## src/rtl/fifo_sync_flags.sv

```systemverilog
// fifo_sync_flags: synchronous FIFO with registered read port, occupancy count,
// threshold flags, sticky overflow/underflow errors and synchronous flush.
module fifo_sync_flags #(
  parameter int DATA_SIZE    = 8,
  parameter int ADDRESS_SIZE = 4,
  parameter int AF_LEVEL     = 12,
  parameter int AE_LEVEL     = 2
) (
  input  logic                    clk,
  input  logic                    rst,
  input  logic                    push,
  input  logic                    pop,
  input  logic                    flush,
  input  logic                    clear_flags,
  input  logic [DATA_SIZE-1:0]    data_in,
  output logic [DATA_SIZE-1:0]    data_out,
  output logic                    data_valid,
  output logic [ADDRESS_SIZE:0]   count,
  output logic                    full,
  output logic                    empty,
  output logic                    almost_full,
  output logic                    almost_empty,
  output logic                    overflow,
  output logic                    underflow
);
  localparam logic [ADDRESS_SIZE:0] DEPTH = (ADDRESS_SIZE+1)'(1 << ADDRESS_SIZE);
  localparam logic [ADDRESS_SIZE:0] AF    = (ADDRESS_SIZE+1)'(AF_LEVEL);
  localparam logic [ADDRESS_SIZE:0] AE    = (ADDRESS_SIZE+1)'(AE_LEVEL);
  logic [DATA_SIZE-1:0]    mem [1 << ADDRESS_SIZE];
  logic [ADDRESS_SIZE-1:0] wr_ptr, rd_ptr;
  logic                    pop_ok, push_ok, do_pop, do_push;
  assign full         = count == DEPTH;
  assign empty        = count == '0;
  assign almost_full  = count >= AF;
  assign almost_empty = count <= AE;
  assign pop_ok  = pop && !empty;
  assign push_ok = push && (!full || pop_ok);
  // flush suppresses both transfers and any error they would have raised
  assign do_pop  = pop_ok && !flush;
  assign do_push = push_ok && !flush;
  always_ff @(posedge clk)
    if (do_push) mem[wr_ptr] <= data_in;
  always_ff @(posedge clk or negedge rst) begin
    if (!rst) begin
      wr_ptr     <= '0;
      rd_ptr     <= '0;
      count      <= '0;
      data_out   <= '0;
      data_valid <= 1'b0;
      overflow   <= 1'b0;
      underflow  <= 1'b0;
    end else begin
      wr_ptr     <= flush ? '0 : wr_ptr + ADDRESS_SIZE'(do_push);
      rd_ptr     <= flush ? '0 : rd_ptr + ADDRESS_SIZE'(do_pop);
      count      <= flush ? '0 : count + (ADDRESS_SIZE+1)'(do_push) - (ADDRESS_SIZE+1)'(do_pop);
      data_valid <= do_pop;
      if (do_pop) data_out <= mem[rd_ptr];
      overflow   <= (push && !push_ok && !flush) || (overflow && !clear_flags);
      underflow  <= (pop && !pop_ok && !flush) || (underflow && !clear_flags);
    end
  end
endmodule

```

## config.mk

```make
export PLATFORM = sky130hd
export DESIGN_NAME = fifo_sync_flags
export DESIGN_NICKNAME = d
export VERILOG_FILES = /design/src/rtl/fifo_sync_flags.sv
export SDC_FILE = /design/constraint.sdc
export NUM_CORES = 1
export LEC_CHECK = 0
export CELL_PAD_IN_SITES_DETAIL_PLACEMENT = 0
export CELL_PAD_IN_SITES_GLOBAL_PLACEMENT = 1
export CORE_MARGIN = 1.5
export CORE_UTILIZATION = 40
export DETAILED_ROUTE_END_ITERATION = 6
export PLACE_DENSITY_LB_ADDON = 0.1
export RECOVER_POWER = 25
export SYNTH_ARGS = -nofsm -noshare
export SYNTH_HDL_FRONTEND = slang
export SYNTH_SLANG_ARGS = --single-unit
```

## constraint.sdc

```tcl
create_clock -name clk -period 2.84 [get_ports clk]
set_input_delay 0.426 -clock clk [delete_from_list [all_inputs] [get_ports clk]]
set_output_delay 0.426 -clock clk [all_outputs]
set_load 0.02 [all_outputs]
```

== Word-level counts from Yosys, hierarchy flattened ==
Memories as Yosys holds them, arrays and structs flattened. A register that Yosys moved wholly into a read port is not among the register bits.
Cells that the tools add are included.
Operators by class
  mux-type cells: 5
  add/subtract/negate cells: 4
  equal/unequal tests: 1
  $lt $le $gt $ge: 2
  reductions and logical operators: 21
Operators by type and width (number)
  logical AND 1 bit: 10
  adder 4 x 1 -> 4 bit: 2
  2-to-1 mux 4 bit: 2
  zero test 1 bit: 7
  adder 5 x 1 -> 5 bit: 1
  equality test 5 bit, second input constant: 1
  >= comparator 5 x 4 -> 1 bit, second input constant: 1
  less-or-equal comparator 5 x 2 -> 1 bit, second input constant: 1
  zero test 5 bit: 1
  2-to-1 mux 5 bit: 1
  subtractor 5 x 1 -> 5 bit: 1
  logical OR 1 bit: 3
  2-to-1 mux 1 bit: 2
Word-level totals
  input port bits: 14
  logic and storage cells: 40
  bits in writable memories: 128
  output and inout port bits: 20
  register bits after elaboration: 16
  memories: 1
Memories
  mem: words 16, bits a word 8, rd ports 1, clocked after memory_dff 1, wr ports 1, line 29  | logic [DATA_SIZE-1:0] mem [1 << ADDRESS_SIZE];

== Depth between registers and ports, before layout ==
Gate-level depths: netlist (run 1).
  depth in word-level cells: 9
  mapped depth: 15
  mapped depth without buffers: 14

== Worst setup path before layout (run 1) ==
No wires, ideal clock.
  path type: reg2reg
  start point: register count[2]
  end point: register count[4]
  path slack: -0.452 ns
  data arrival time: 3.160 ns
  stages on the path, launching flop included: 16
  setup time: 0.132 ns
  period minus slack after synthesis: 3.292 ns
  cell sequence: dfrtp_1 inv_1 ha_1 nor4b_2 or2_2 buf_4 inv_1 ha_1 inv_1 ha_1 inv_1 fa_1 o21bai_1 a21oi_1 xnor2_1 nor2_1
On the way
  elaborated cells between the ends (all ways): 12
RTL lines
  start: declaration: line 18  | output logic [ADDRESS_SIZE:0] count,
  start signal: assignment: line 55  | count <= flush ? '0 : count + (ADDRESS_SIZE+1)'(do_push) - (ADDRESS_SIZE+1)'(do_pop);
  zero test 5 bit: line 33  | assign empty = count == '0;
  named net empty: line 20  | output logic empty,
  zero test 1 bit: line 36  | assign pop_ok = pop && !empty;
  logical AND 1 bit: line 36
  logical AND 1 bit: line 39  | assign do_pop = pop_ok && !flush;
  named net do_pop: line 31  | logic pop_ok, push_ok, do_pop, do_push;
  subtractor 5 x 1 -> 5 bit: line 55
  2-to-1 mux 5 bit: line 55
The timed path passes the listed nets, and every way through them passes these cells.

== Final worst setup path (run 1) ==
  start point: register count[3]
  end point: output empty
On the way
  cells in the longest elaborated chain, start to end: 1
Ends and longest elaborated chain (line)
  zero test 5 bit: 33
  end: declaration: 20
No other way between the ends.

==> flow_summary_export.csv, run 1 <==
group,metric,value,unit
final_layout,finalNetCount,454,
logic_synthesis,synth_largest_area_cell,"sky130_fd_sc_hd__edfxtp_1",
final_layout,post_route_cells_drive_above_1_share,20.1,%
timing,hold_viol_final,0,
critical_path,worst_setup_slack_for_register_to_register_paths,0.41,ns
timing,normalized_max_slew_margin,10.6,%
cts,cts.repair.resized,0,
final_layout,final_cell_count_without_fillers,625,
die,floorplan.initialDensity,40.9,%
grt,grt-busiest-layer,"met2",
logic_synthesis,ys_async_sr_fraction,15.8,%
timing,timing_worst_slew_pin_value,1.34,ns
critical_path,worstReg2RegEnd,"count[4]",
grt,first_global_vias,3272,
cts,worst_skew_pair.late_latency,0.41,ns
critical_path,worst-endpoint-arrival,2.09,ns
logic_synthesis,synth.top_cells.by_count,"128 x sky130_fd_sc_hd__edfxtp_1, 32 x sky130_fd_sc_hd__mux2i_1, 24 x sky130_fd_sc_hd__a22oi_1, 24 x sky130_fd_sc_hd__dfrtp_1, 22 x sky130_fd_sc_hd__nor2_1",
logic_synthesis,synth-main-ff-cell,"sky130_fd_sc_hd__edfxtp_1",
die,num_rows,45,
logic_synthesis,synth_cell_types,34,
logic_synthesis,syn_avg_cell_area,17.0,um2
logic_synthesis,synth_cells,363,
cts,clock_tree_from_tritoncts,"done",
timing,setup_total_negative_slack,0,ns
place,post_detail_place_hpwl,8650,um
timing,period_needed,2.51,ns
grt,grt_first_pass_wirelength,19600,um
place,port-buffer-count,33,
timing,clock_skew,0.00744,ns
grt,initial_antenna_violation_count,0,
run,drv.max_cap_violation_count,0,
route,vias,3222,
route,dr.pass1.iters,4,
power,power.ir.vdd_worst,0.000428,V
cts,cts-root-to-sink-buffers,2,
logic_synthesis,synth_fp_nets,392,
critical_path,path_class,"reg -> out",
place,dpl.cell_count,594,
cts,cts_num_sinks,152,
min_path,min_path_type,"reg -> reg",
route,antenna_left,0,
grt,grtUsageMet1,23.1,%
cts,post-cts-setup-buffers,0,
logic_synthesis,netlist_top_cells_area,"sky130_fd_sc_hd__edfxtp_1 62%, sky130_fd_sc_hd__dfrtp_1 9.7%, sky130_fd_sc_hd__mux4_2 5.8%",
min_path,worstHoldEndpoint,"data_out[4]",
logic_synthesis,synth_top_cell_area_share,62.1,%
route,post_drt_wl_per_cell,20.2,um
power,standby_leakage_power,0.00252,uW
grt,maximum_number_of_pins_on_one_net_before_global_route_repair,35,
die,dieArea,16200,um2
die,core_area,15100,um2
min_path,hold-path-cell-count,2,
power,power_density,784,nW/um2
critical_path,startpoint_type,"flop",
logic_synthesis,synth.most_common_cell,"sky130_fd_sc_hd__edfxtp_1",
critical_path,critical_path_required,2.41,ns
cts,cts-htree-levels,4,
grt,grt-ovfl-total,0,
grt,met3_usage,3.27,%
cts,clk_pin_slew_worst_paths,0.06,ns
timing,rsz_0062_raised_after_global_routing,"false",
cts,cts-buffers-inserted,17,
logic_synthesis,number_of_synthesized_flops_with_an_enable_pin,128,
grt,use_met2,27.8,%
timing,max_freq,0.398,GHz
logic_synthesis,yosys_warnings,0,
final_layout,layout-area-overhead-vs-synth,20.5,%
die,ios,34,
route,drc_errors,0,
grt,overall_track_demand_over_capacity_in_global_routing,17.0,%
die,chipHeight,127,um
critical_path,regToRegStartpoint,"count[2]",
status,run_status,"completed",
logic_synthesis,ys_seq_area_share,71.8,%
cts,ctsHoldBuffers,0,
cts,cts.root.buffer_cell,"sky130_fd_sc_hd__clkbuf_16",
timing,final-setup-viol-count,0,
final_layout,antenna_cells,0,
route,drt_wl_total,12600,um
timing,period_share,88.4,%
logic_synthesis,ys_ff_latch,152,
final_layout,layout.filler_cells,1294,
critical_path,r2r.worst_path.cells,14,
min_path,worst_hold_startpoint,"data_out[4]",
timing,slew_violations,0,
route,drt_first_iter_violations,182,
place,gp_routability_congestion,0.733,
route,avgViaCountPerCell,5.16,
logic_synthesis,mappedNetlistArea,6190,um2
critical_path,worstPathMaxFanout,5,
die,die-width,127,um
critical_path,crit_path_end_kind,"output port",
## metal layers
| layer | up-vias | wire, um |
|---|---|---|
| met2 | 48 | 6500 |
| li1 | 1524 | - |
| met3 | 7 | 310 |
| met4 | 0 | 67 |
| met5 | - | 0 |
| met1 | 1643 | 5740 |
## final cells by class
cell class	instances	area (um2)	area share, %
Tap cell	188	235	3.16
Timing Repair Buffer	59	534	7.17
Sequential cell	152	4450	59.7
Multi-Input combinational cell	181	1660	22.3
Clock buffer	20	437	5.86
Inverter	14	55.1	0.739
Clock inverter	11	83.8	1.12
## state kept, by name, indices dropped and copies added (netlist names)
name	cells
underflow	1
mem	128
count	5
data_out	8
wr_ptr	4
data_valid	1
rd_ptr	4
overflow	1
## power breakdown
part / internal (uW) / total [uW] / switching (uW)
clock network: 1180 / 2000 / 814
logic: 588 / 1200 / 612
registers: 2540 / 2650 / 112
## how the worst max path moves through the flow
| stage | start | to | cells after the start |
|---|---|---|---|
| floorplan | count[3] | count[4] | 15 |
| global placement | flush | count[4] | 13 |
| detailed placement | flush | count[4] | 13 |
| CTS | count[2] | empty | 5 |
| global route | count[2] | empty | 5 |
| finish | count[3] | empty | 5 |
## cells in the final DEF (no fill, tap or decap), types with 9 or more instances in the layout
| cell type | Yosys | routed |
|---|---|---|
| sky130_fd_sc_hd__a22oi_1 | 24 | 24 |
| sky130_fd_sc_hd__buf_4 | 4 | 24 |
| sky130_fd_sc_hd__clkbuf_16 | 0 | 17 |
| sky130_fd_sc_hd__clkdlybuf4s50_1 | 0 | 28 |
| sky130_fd_sc_hd__dfrtp_1 | 24 | 21 |
| sky130_fd_sc_hd__edfxtp_1 | 128 | 128 |
| sky130_fd_sc_hd__ha_1 | 14 | 11 |
| sky130_fd_sc_hd__inv_1 | 14 | 9 |
| sky130_fd_sc_hd__mux2i_1 | 32 | 32 |
| sky130_fd_sc_hd__mux4_2 | 16 | 16 |
| sky130_fd_sc_hd__nand2_1 | 11 | 11 |
| sky130_fd_sc_hd__nand3_1 | 19 | 19 |
| sky130_fd_sc_hd__nor2_1 | 22 | 22 |
## cell families after synthesis
kind of cell	count (synthesis)	synth area share, %
adder cells (fa/ha/maj)	15	3.15
flip-flops	152	71.8
AO/OA/AOI/OAI	33	4.06
XOR/XNOR	7	0.991
buffers and inverters	30	2.16
AND/OR/NAND/NOR	78	6.81
multiplexers	48	11.0
## worst max-delay path, cell delays in order (launching register included)
cell	delay (ns)
sky130_fd_sc_hd__dfrtp_2	0.42
sky130_fd_sc_hd__inv_2	0.10
sky130_fd_sc_hd__ha_4	0.14
sky130_fd_sc_hd__nor4b_4	0.22
sky130_fd_sc_hd__buf_4	0.20
sky130_fd_sc_hd__clkdlybuf4s50_1	0.60
## stage by stage
step                      setup slack [ns]  instance area (um2)  total power, uW  utilization [%]  hold slack [ns]
after floorplan                     0.0319                 6250             3420                -            0.130
after global placement               0.186                 6940             3920             45.8            0.476
after detailed placement             0.162                 6940             3930             45.8            0.480
after CTS                            0.274                 7460             5940             49.2            0.373
after global routing                 0.202                 7450             6130             49.2            0.511
final                                0.328                 7450             5850             49.2            0.485
No activity file was read; power rests on OpenSTA's default activity.
==> run 2: changes to the inputs <==
Settings changed: SKIP_LAST_GASP set to 1.
==> results of run 2 <==
Final layout, timing and power as in run 1 (identical DEF).
